<file path="src/rtl/mmio_timer_responder.sv">
// mmio_timer_responder: MMIO timer peripheral answering req/ack bus accesses and raising a prescaled down-counter interrupt.
module mmio_timer_responder #(
    parameter int ACK_LAT = 1,
    parameter int PSC_W   = 8
) (
    input  logic        clk,
    input  logic        rst,
    input  logic        cs,
    input  logic        req,
    input  logic        we,
    input  logic [1:0]  addr,
    input  logic [31:0] wdata,
    output logic [31:0] rdata,
    output logic        ack,
    output logic        irq
);
    localparam logic [1:0] IDLE = 2'd0;
    localparam logic [1:0] WAIT = 2'd1;
    localparam logic [1:0] ACK  = 2'd2;
    localparam logic [1:0] WAIT_INIT = 2'(ACK_LAT >= 2 ? ACK_LAT - 2 : 0);

    logic [1:0]       state_q, state_d, wcnt_q, wcnt_d;
    logic             held_q, held_d;
    logic [31:0]      rdata_q, rdata_d, preset_q, preset_d, count_q, count_d;
    logic             en_q, en_d, ar_q, ar_d, ie_q, ie_d, pend_q, pend_d;
    logic [PSC_W-1:0] psc_q, psc_d, pcnt_q, pcnt_d;
    logic             accept, go_ack, wr_ctrl, wr_pre, wr_st, tick, fire;
    logic [31:0]      rd_val;
    logic             unused_wdata;

    assign unused_wdata = ^wdata;

    always_comb begin
        // held_q blocks re-issue while the initiator keeps req high after its ack
        accept  = state_q == IDLE && cs && req && !held_q;
        go_ack  = (accept && ACK_LAT == 1) || (state_q == WAIT && wcnt_q == 2'd0);
        state_d = go_ack ? ACK : accept ? WAIT : state_q == ACK ? IDLE : state_q;
        wcnt_d  = accept ? WAIT_INIT : state_q == WAIT ? wcnt_q - 2'd1 : wcnt_q;
        held_d  = accept || (held_q && req);
        wr_ctrl = go_ack && we && addr == 2'd0;
        wr_pre  = go_ack && we && addr == 2'd1;
        wr_st   = go_ack && we && addr == 2'd3;
        rd_val  = addr == 2'd0 ? 32'({psc_q, 5'b0, ie_q, ar_q, en_q}) :
                  addr == 2'd1 ? preset_q :
                  addr == 2'd2 ? count_q : {31'b0, pend_q};
        rdata_d = go_ack ? rd_val : '0;
        tick    = en_q && pcnt_q == psc_q;
        fire    = tick && count_q == 32'd1;
        pcnt_d  = (wr_pre || tick) ? '0 : en_q ? pcnt_q + PSC_W'(1) : pcnt_q;
        count_d = wr_pre ? wdata : fire ? (ar_q ? preset_q : '0) :
                  (tick && count_q != '0) ? count_q - 32'd1 : count_q;
        pend_d  = (fire && !wr_pre) || (pend_q && !(wr_st && wdata[0]));
        preset_d = wr_pre ? wdata : preset_q;
        en_d    = wr_ctrl ? wdata[0] : en_q;
        ar_d    = wr_ctrl ? wdata[1] : ar_q;
        ie_d    = wr_ctrl ? wdata[2] : ie_q;
        psc_d   = wr_ctrl ? wdata[8 +: PSC_W] : psc_q;
    end

    always_ff @(posedge clk or posedge rst) begin
        if (rst) begin
            state_q  <= IDLE;
            wcnt_q   <= '0;
            held_q   <= 1'b0;
            rdata_q  <= '0;
            preset_q <= '0;
            count_q  <= '0;
            en_q     <= 1'b0;
            ar_q     <= 1'b0;
            ie_q     <= 1'b0;
            pend_q   <= 1'b0;
            psc_q    <= '0;
            pcnt_q   <= '0;
        end else begin
            state_q  <= state_d;
            wcnt_q   <= wcnt_d;
            held_q   <= held_d;
            rdata_q  <= rdata_d;
            preset_q <= preset_d;
            count_q  <= count_d;
            en_q     <= en_d;
            ar_q     <= ar_d;
            ie_q     <= ie_d;
            pend_q   <= pend_d;
            psc_q    <= psc_d;
            pcnt_q   <= pcnt_d;
        end
    end

    assign ack   = state_q == ACK;
    assign rdata = rdata_q;
    assign irq   = pend_q && ie_q;
endmodule
</file>
<file path="config.mk">
export PLATFORM = sky130hd
export DESIGN_NAME = mmio_timer_responder
export DESIGN_NICKNAME = d
export VERILOG_FILES = /design/src/rtl/mmio_timer_responder.sv
export SDC_FILE = /design/constraint.sdc
export NUM_CORES = 1
export LEC_CHECK = 0
export CAP_MARGIN = 20
export CORE_MARGIN = 1
export CORE_UTILIZATION = 39
export CTS_BUF_LIST = sky130_fd_sc_hd__clkbuf_4 sky130_fd_sc_hd__clkbuf_8 sky130_fd_sc_hd__clkbuf_16
export CTS_CLUSTER_DIAMETER = 80
export DETAILED_ROUTE_END_ITERATION = 10
export PLACE_DENSITY_LB_ADDON = 0.12
export SYNTH_ARGS = -nofsm -noshare
export SYNTH_HDL_FRONTEND = slang
export SYNTH_SLANG_ARGS = --single-unit
</file>
<file path="constraint.sdc">
create_clock -name clk -period 4.2 [get_ports clk]
set_clock_uncertainty 0.2 [all_clocks]
set_input_delay 0.84 -clock clk [delete_from_list [all_inputs] [get_ports clk]]
set_output_delay 0.84 -clock clk [all_outputs]
set_load 0.005 [all_outputs]
</file>
==> results by group, run 1 <==
Outcome
  – Outcome: complete, no violations

Floorplanning
  – Die Ht: between 100 and 150 microns
  – Die width: about 130 microns
  – Starting density of the core: between 40 and 50%
  – I/O pins: between 70 and 80
  – DIE AREA: about 16,000 sq um
  – Row count: 45
  – Core footprint: 15,300 sq um

Place
  – Routability congestion estimate: about 0.81
  – # port buffers: 72
  – DP Wirelength: ~11 mm
  – DP Worst Slack: 0.699 ns
  – Placed cells: 957

Global route
  – Total GRT Usage: between 20 and 25%
  – Pin count of the biggest net entering global routing: 122
  – Overflow after GRT: 0
  – Initial antenna violation count: 0
  – Number of global-route vias before repair: 5,606
  – First-pass GRT wire length: 29.1 mm

Synthesis
  – Mapped cell area: between 6000 and 7000 sq um
  – Post-synth EDFFs: 0
  – Top cells by area, synth: dfrtp_1, nand2_1, a21oi_1, nor2_1, a22oi_1
  – Synth area leader: dfrtp_1
  – Yosys warns: 0
  – Gate Count Post-Synth: approximately 700
  – Netlist cell types: between 50 and 60
  – Mean post-synth cell area: approximately 8.9 sq um
  – Net Count, Synth: between 700 and 800
  – Most common cell in the synthesized netlist: nand2_1
  – Ys flop type: dfrtp_1
  – Seq/Total Area, Yosys: between 40% and 50%
  – Post-synth top area share: about half
  – List of most frequent post-synthesis cells: nand2_1, dfrtp_1, nor2_1
  – Post-synth ARST share: 100%
  – #FFs+latches synth: roughly 120

Flow run
  – Maxcap violations: 0

Cells and area
  – Ratio of cells with drive above 1 in the final layout: between 10% and 20%
  – Area Overhead vs Synth: 25.4%
  – Final core occ: between 50 and 60%
  – Antenna diodes: 0
  – Cell Count, Final, Fillers Out: about 990
  – Nets: between 800 and 900

Timing
  – FMAX: 0.315 GHz
  – Hold slack: 0.301 ns
  – Slew HR: about half
  – Final WS setup: roughly 1 ns
  – Setup TNS: 0 ns
  – Actual slew at the worst max-slew pin: approximately 0.74 ns
  – Fin. max-slew vios: 0
  – Final hold vios: 0
  – RSZ-0062 raised after global routing: false
  – Minimum clock period after layout: between 3 and 4 ns
  – Period utilization: between 70% and 80%
  – Final Setup Violations: 0

Setup path
  – CP max stage delay: between 0.4 and 0.5 ns
  – Critical Path Start: count_q[11]$_DFFE_PP0P_
  – Crit-path max FO: 13
  – Critical-path cell list: nor4_4 -> nand3_1 -> nor3_4 -> and3b_1 -> buf_4 -> nor2_1 -> a311oi_1 -> o21ai_1
  – Crit path launch type: flip-flop
  – Worst R2R Start: count_q[11]$_DFFE_PP0P_
  – Setup CP Type: flip-flop to flip-flop
  – Critical path required time: 4.29 ns
  – Crit path max-delay cell type: and3b_1
  – Critical Path AT: 3.27 ns
  – CP endpoint kind: flip-flop

Clock network
  – Post-CTS Setup Repair Bufs: 0
  – Clk Latency, worst-skew pair: roughly 0.42 ns
  – Hold Buf Count CTS: 0
  – Clock Tree Buf Depth: 2
  – # resized after CTS: 0
  – # clock sinks: 121
  – H-tree depth: 4
  – CTS tree: done
  – Root Driver: clkbuf_16
  – Reg clk slew, reported paths: approximately 0.050 ns
  – Inserted Clock Buffers: 17

Route
  – Average wire per standard cell: ~18 microns
  – Final wirelength: between 15 and 20 mm
  – Vias: ~5,500
  – Vias per cell: around 5.5
  – Starting DRT DRC Count: ~430
  – DRC: 0
  – Detail Route Antenna Nets: 0
  – Router iterations before antenna repair: 5

Power and ir drop
  – LEAKAGE: ~3.5 nW
  – Worst vdd ir: roughly 0.30 mV
  – Pwr Density: approximately 500 nW/um^2

Worst hold path
  – HP Class: flip-flop to flip-flop
  – Worst Hold Launch: wcnt_q[0]$_DFFE_PP0P_
kinds of logic (layout without fill, tap and decap cells):
| kind of cell | after synthesis | after routing | synth area share (%) |
|---|---|---|---|
| and+or+nand+nor | 317 | 317 | 23.6 |
| AOI/OAI and AO/OA | 159 | 159 | 15.9 |
| DFF | 121 | 121 | 49.0 |
| buffers and inverters | 50 | 131 | 3.36 |
| xor gates and xnor gates | 23 | 23 | 3.26 |
| muxes | 23 | 23 | 4.15 |
| adders and majority gates | 4 | 4 | 0.810 |
routing by layer:
| layer | up-vias | GRT usage (%) | part of all wire [%] |
|---|---|---|---|
| met5 | - | 0 | 0 |
| met4 | 0 | 9.76 | 1.9 |
| met3 | 24 | 4.76 | 4.3 |
| met2 | 166 | 36.9 | 47 |
| met1 | 2711 | 30.8 | 46 |
| li1 | 2585 | - | - |
layout by cell type (no fill, tap or decap), drive strengths merged, types with 4 or more instances in the layout:
cell and n:
a211o 9, a21oi 64, a221oi 4, a22oi 22, a31oi 13, and2 5, and3 6, buf 19
clkbuf 25, clkdlybuf4s50 72, clkinv 5, dfrtp 121, ha 4, inv 7, mux2 11, mux2i 11
nand2 151, nand3 24, nand4 5, nor2 79, nor3 22, nor4 11, o21ai 27, or3 4
xnor2 6, xor2 17
through the flow:
step	cell area, sq um	power (mW)
floorplan	6180	2.11
global placement	7160	2.36
detailed placement	7160	2.39
CTS	7750	3.85
global route	7750	4.03
finish	7750	3.83
worst max-delay path, delay by kind of cell, from the launching register on:
kind	cells	cell delay, ns
buf+inv	1	0.28
simple gates	5	1.75
compound gates	2	0.37
flops	1	0.45
layout make-up:
cell class	count	area [sq um]
clock inverter	7	62.6
sequential	121	3030
timing repair buffer	91	876
multi-input combinational	526	2960
clock buffer	25	529
tap	211	264
inverter	8	33.8
fill	1450	7570
final timing paths:
path / to / slack, ns / cells after the start
max: count_q[10]$_DFFE_PP0P_ / 1.02 / 8
min: wcnt_q[0]$_DFFE_PP0P_ / 0.30 / 1
max reg2reg: count_q[10]$_DFFE_PP0P_ / 1.02 / 8
min reg2reg: wcnt_q[0]$_DFFE_PP0P_ / 0.30 / 1
max in group asynchronous: preset_q[17]$_DFFE_PP0P_ / 2.55 / 3
min in group asynchronous: rdata[1]$_DFF_PP0_ / 0.78 / 3
report_power, final:
| part | total, mW | internal, mW | leakage [nW] | switching, mW |
|---|---|---|---|---|
| clock | 1.44 | 0.924 | 0.298 | 0.519 |
| sequential | 1.67 | 1.38 | 1.54 | 0.293 |
| combinational | 0.711 | 0.338 | 1.66 | 0.373 |
registers in the layout, indices dropped and copies added (netlist names):
signal,count
state_q,2
pcnt_q,8
held_q,1
ie_q,1
wcnt_q,2
en_q,1
preset_q,32
ar_q,1
psc_q,8
count_q,32
pend_q,1
rdata,32
Note: power is estimated with default switching activity, not from simulation.
==> run 2, diff against run 1 <==
- clock period: 4.2 -> 3.2 ns (I/O delays scaled with it)
==> run 2 against run 1 <==
Design area rose by 3.0%. Via count increased by 3.0%. Sequential cell count unchanged. Combinational power grew 39%. Critical path type unchanged. Largest power group unchanged.
==> results by group, run 2 (synthesis results as in run 1) <==
Cells and area
  – Most common cell after layout, fill and taps aside: nand2_1
  – Antenna diodes: 0
  – Ratio of cells with drive above 1 in the final layout: between 10% and 20%
  – Register area: 3030 sq um
  – Area of the multi-input gates: 2960 sq um
  – Most frequent cells in the layout: nand2_1, dfrtp_1, nor2_1
  – Area Overhead vs Synth: 29.2%
  – Nets: 833
  – # fillers: roughly 1,400

Clock network
  – Reg clk slew, reported paths: 0.06 ns
  – CTS tree: done
  – Hold Buf Count CTS: 0
  – Clock Tree Buf Depth: 2
  – H-tree depth: 4
  – Post-CTS Setup Repair Bufs: 0
  – # clock sinks: 121
  – Root Driver: clkbuf_16
  – Clk Latency, worst-skew pair: roughly 0.42 ns
  – Inserted Clock Buffers: 17
  – # resized after CTS: 0

Global route
  – Total GRT Usage: between 20% and 30%
  – Initial antenna violation count: 0
  – Pin count of the biggest net entering global routing: 58
  – Number of global-route vias before repair: 5,476
  – Overflow after GRT: 0
  – First-pass GRT wire length: approximately 30 mm

Timing
  – Slew HR: about three fifths
  – RSZ-0062 raised after global routing: false
  – Final hold vios: 0
  – Minimum clock period after layout: ~3.0 ns
  – Setup TNS: 0 ns
  – FMAX: roughly 0.34 GHz
  – Actual slew at the worst max-slew pin: 0.624 ns
  – Final WS setup: around 0.24 ns
  – Final Setup Violations: 0
  – Period utilization: 92.5%
  – Fin. max-slew vios: 0

Setup path
  – CP endpoint kind: flip-flop
  – Critical Path AT: between 3 and 4 ns
  – Crit path launch type: flip-flop
  – Critical path required time: roughly 3.3 ns
  – Crit-path max FO: 16
  – Setup CP Type: flip-flop to flip-flop
  – Worst r2r path cells: 8

Route
  – Starting DRT DRC Count: between 500 and 600
  – Vias: approximately 5,600
  – Vias per cell: 5.57
  – Average wire per standard cell: ~18 microns
  – Router iterations before antenna repair: 5
  – Detail Route Antenna Nets: 0
  – DRC: 0
  – Final wirelength: about 18 mm

Power and ir drop
  – P_sw: approximately 1.6 mW
  – Switch share: roughly 31%
  – Design Power: about 5.1 mW
  – Gate power share: between 10% and 20%
  – Worst vdd ir: between 0.3 and 0.4 mV
  – LEAKAGE: 3.63 nW
  – Pwr Density: approximately 640 nW/um^2
  – Clk network pwr share: about two fifths
  – Portion of total power attributed to sequential cells: between 40% and 50%
  – Internal power: 3.56 mW

Floorplanning
  – Core footprint: 15,300 sq um
  – Die width: between 100 and 150 microns
  – Starting density of the core: slightly above 40%
  – DIE AREA: 16,300 sq um
  – Row count: between 40 and 50
  – I/O pins: between 70 and 80
  – Die Ht: roughly 130 microns

Place
  – DP Worst Slack: between 0.07 and 0.08 ns
  – # port buffers: about 70
  – DP Wirelength: 12.1 mm
  – Routability congestion estimate: a little over 0.8

Worst hold path
  – Hold path depth: 1
  – HP Class: flip-flop to flip-flop

Outcome
  – Outcome: complete, no violations

Flow run
  – Maxcap violations: 0
## run 2: changes by cell type in the layout (fill, tap and decap cells not counted), sizes merged
cell    change
buf        +25
bufinv      +1
clkinv      -1
## run 2: area by class of cell
type / count / area share [%]
clock buffers: 25 / 6.55
clock inverters: 7 / 1.10
inverters: 8 / 0.423
multi-input cells: 526 / 37.0
flip-flops and latches: 121 / 37.9
well taps: 211 / 3.31
repair buffers: 116 / 13.6
## run 2: metal layers
layer,global-route usage (%),vias up,part of all wire (%)
li1,-,2625,-
met1,31.9,2772,46
met2,37.0,217,46
met3,4.80,34,5.5
met4,8.86,0,2.3
met5,0,-,0
## run 2: power by group through the flow
stage          combinational, mW  sequential (mW)  clock, mW
2_1_floorplan              0.680             2.09          0
3_3_place_gp               0.957             2.18          0
5_1_grt                     1.10             2.23       2.06
4_1_cts                    0.991             2.18       2.00
3_5_place_dp               0.984             2.20          0
6_report                   0.988             2.19       1.96
## run 2: metrics by stage
| step | util [%] | std cells | hold WS, ns | area (sq um) |
|---|---|---|---|---|
| after global routing | 52.1 | 1014 | 0.330 | 7980 |
| after floorplan | - | 697 | 0.250 | 6180 |
| after global placement | 48.1 | 982 | 0.264 | 7370 |
| after detailed placement | 48.1 | 982 | 0.282 | 7370 |
| final | 52.1 | 1014 | 0.285 | 7980 |
| after CTS | 52.1 | 1014 | 0.292 | 7980 |
## run 2: worst paths after layout
path	to	slack (ns)	from
max reg2reg	count_q[29]$_DFFE_PP0P_	0.24	count_q[27]$_DFFE_PP0P_
max	count_q[29]$_DFFE_PP0P_	0.24	count_q[27]$_DFFE_PP0P_
min	wcnt_q[0]$_DFFE_PP0P_	0.28	wcnt_q[0]$_DFFE_PP0P_
min in group asynchronous	rdata[1]$_DFF_PP0_	0.42	rst
max in group asynchronous	count_q[8]$_DFFE_PP0P_	1.56	rst
min reg2reg	wcnt_q[0]$_DFFE_PP0P_	0.28	wcnt_q[0]$_DFFE_PP0P_
## run 2: worst max-delay path, stage by stage, from the launching register on
cell     delay [ns]
dfrtp_1        0.45
nor4_1         0.58
nand4_4        0.22
nor3_4         0.34
a31o_2         0.47
nand2_1        0.14
buf_4          0.21
a21oi_1        0.14
a31oi_1        0.06
==> run 3, diff against run 2 <==
- ABC_CLOCK_PERIOD_IN_PS: default -> 3820
- PLACE_DENSITY: default -> 0.68
- PLACE_DENSITY_LB_ADDON: 0.12 -> default
- clock period: 3.2 -> 3.82 ns (I/O delays scaled with it)
==> run 3 against run 2 <==
Total power decreased by 16%. Design area shrank 1.9%. Largest cell class unchanged. Sequential share of layout area grew 0.75 points. Final cell count decreased by 2.0%. Combinational power decreased by 22%. Critical path type is now primary input to flip-flop. Die area unchanged. Routed wire length down 6.4%. Global-route usage is 1.1 points lower.
==> results by group, run 3 (synthesis results as in run 1) <==
Outcome
  – Outcome: complete, no violations

Setup path
  – Critical Path AT: roughly 3.1 ns
  – Worst R2R Start: count_q[11]$_DFFE_PP0P_
  – Crit path max-delay family: simple AND/OR/NAND/NOR gates
  – Setup CP Type: primary input to flip-flop
  – Crit-path max FO: 28
  – Reg2reg setup slack: approximately 0.89 ns
  – Worst r2r path cells: 8
  – CP max stage delay: 0.49 ns
  – Critical Path Start: cs
  – Crit path max-delay cell type: clkdlybuf4s50_1
  – Buf/Inv on CP: 2
  – R2R Path End: count_q[25]$_DFFE_PP0P_
  – Crit path capture: count_q[15]$_DFFE_PP0P_
  – Worst path depth: 9
  – Critical path required time: roughly 4 ns
  – Critical-path cell list: clkdlybuf4s50_1 -> nor4bb_1 -> o21a_1 -> and3_2 -> buf_4 -> nand2_1 -> o211ai_1 -> a21oi_1 -> a31oi_1
  – Crit path launch type: primary input
  – CP endpoint kind: flip-flop

Clock network
  – Post-CTS Setup Repair Bufs: 0
  – # clock sinks: roughly 120
  – # resized after CTS: 0
  – Inserted Clock Buffers: 17
  – Clk Latency, worst-skew pair: 0.42 ns
  – Reg clk slew, reported paths: roughly 0.060 ns
  – CTS tree: done
  – Clock Tree Buf Depth: 2
  – Hold Buf Count CTS: 0
  – Root Driver: clkbuf_16
  – H-tree depth: 4

Timing
  – Slew HR: roughly a third
  – Fin. max-slew vios: 0
  – Setup TNS: 0 ns
  – Actual slew at the worst max-slew pin: approximately 1 ns
  – FMAX: roughly 0.34 GHz
  – Period utilization: 78.0%
  – Final hold vios: 0
  – Final Setup Violations: 0
  – Minimum clock period after layout: around 3.0 ns
  – RSZ-0062 raised after global routing: false

Place
  – Placed cells: between 900 and 1,000
  – Routability congestion estimate: 0.822
  – # port buffers: 72
  – DP Wirelength: between 10 and 15 mm

Cells and area
  – Final core occ: 51.1%
  – Nets: about 800
  – Cell Count, Final, Fillers Out: around 990
  – Most common cell after layout, fill and taps aside: nand2_1
  – Area Overhead vs Synth: 26.7%
  – Most frequent cells in the layout: nand2_1, dfrtp_1, nor2_1
  – Antenna diodes: 0
  – Ratio of cells with drive above 1 in the final layout: between 10 and 15%

Global route
  – Overflow after GRT: 0
  – Initial antenna violation count: 0
  – Pin count of the biggest net entering global routing: 70
  – Number of global-route vias before repair: 5,307
  – Total GRT Usage: approximately 22%
  – First-pass GRT wire length: 28.2 mm

Worst hold path
  – Hold path depth: 2
  – HP Class: flip-flop to flip-flop

Route
  – Average wire per standard cell: approximately 17 microns
  – Detail Route Antenna Nets: 0
  – Final wirelength: 17.0 mm
  – Router iterations before antenna repair: 5
  – Vias per cell: 5.46
  – Vias: 5,429
  – DRC: 0
  – Starting DRT DRC Count: 420

Floorplanning
  – Core footprint: 15,300 sq um
  – Row count: 45
  – DIE AREA: between 15,000 and 20,000 sq um
  – I/O pins: 73
  – Die width: roughly 130 microns
  – Starting density of the core: 40.3%
  – Die Ht: about 130 microns

Power and ir drop
  – Worst vdd ir: around 0.33 mV
  – LEAKAGE: between 3 and 4 nW
  – Pwr Density: between 500 and 600 nW/um^2

Flow run
  – Maxcap violations: 0
## run 3: cell count changes in the layout (fill, tap and decap cells not counted), sizes merged
cell,previous run,this run
bufinv,2,4
clkinvlp,2,3
buf,44,24
clkinv,4,7
clkbuf,25,19
## run 3: how the worst min path moves through the flow
stage | slack (ns) | to | startpoint
after floorplan | 0.25 | wcnt_q[1]$_DFFE_PP0P_ | wcnt_q[1]$_DFFE_PP0P_
after global placement | 0.27 | wcnt_q[1]$_DFFE_PP0P_ | wcnt_q[1]$_DFFE_PP0P_
after detailed placement | 0.28 | wcnt_q[1]$_DFFE_PP0P_ | wcnt_q[1]$_DFFE_PP0P_
after CTS | 0.30 | wcnt_q[1]$_DFFE_PP0P_ | wcnt_q[1]$_DFFE_PP0P_
after global routing | 0.33 | wcnt_q[0]$_DFFE_PP0P_ | wcnt_q[0]$_DFFE_PP0P_
final | 0.29 | wcnt_q[1]$_DFFE_PP0P_ | wcnt_q[1]$_DFFE_PP0P_
## run 3: metrics by stage
stage               area, sq um  setup WS, ns  hold slack [ns]  power [mW]
floorplan                  6180          1.30            0.250        2.32
global placement           7210         0.427            0.267        2.61
detailed placement         7210         0.415            0.284        2.63
CTS                        7830         0.827            0.297        4.31
global route               7830         0.561            0.333        4.54
finish                     7830         0.839            0.292        4.31
## run 3: final cells by class
cell class / instances / area [sq um]
Timing Repair Buffer: 96 / 926
Clock inverter: 13 / 178
Multi-Input combinational cell: 526 / 2960
Tap cell: 211 / 264
Sequential cell: 121 / 3030
Clock buffer: 19 / 440
Fill cell: 1444 / 7490
Inverter: 8 / 33.8
## run 3: routing by layer
metal / vias up / GRT usage [%] / share of wire, %
li1: 2585 / - / -
met1: 2617 / 31.9 / 47
met5: - / 0 / 0
met4: 0 / 7.27 / 1.6
met3: 23 / 5.51 / 7.1
met2: 204 / 33.4 / 45
## run 3: report_power, final
| part | switching [mW] | internal (mW) |
|---|---|---|
| clock network | 0.581 | 1.10 |
| logic | 0.409 | 0.366 |
| registers | 0.333 | 1.52 |
## run 3: tightest hold or removal path, delay by kind of cell, from the launching register on
family          cells  cell delay (ns)
compound gates      1             0.06
flops               1             0.35
simple gates        1             0.05
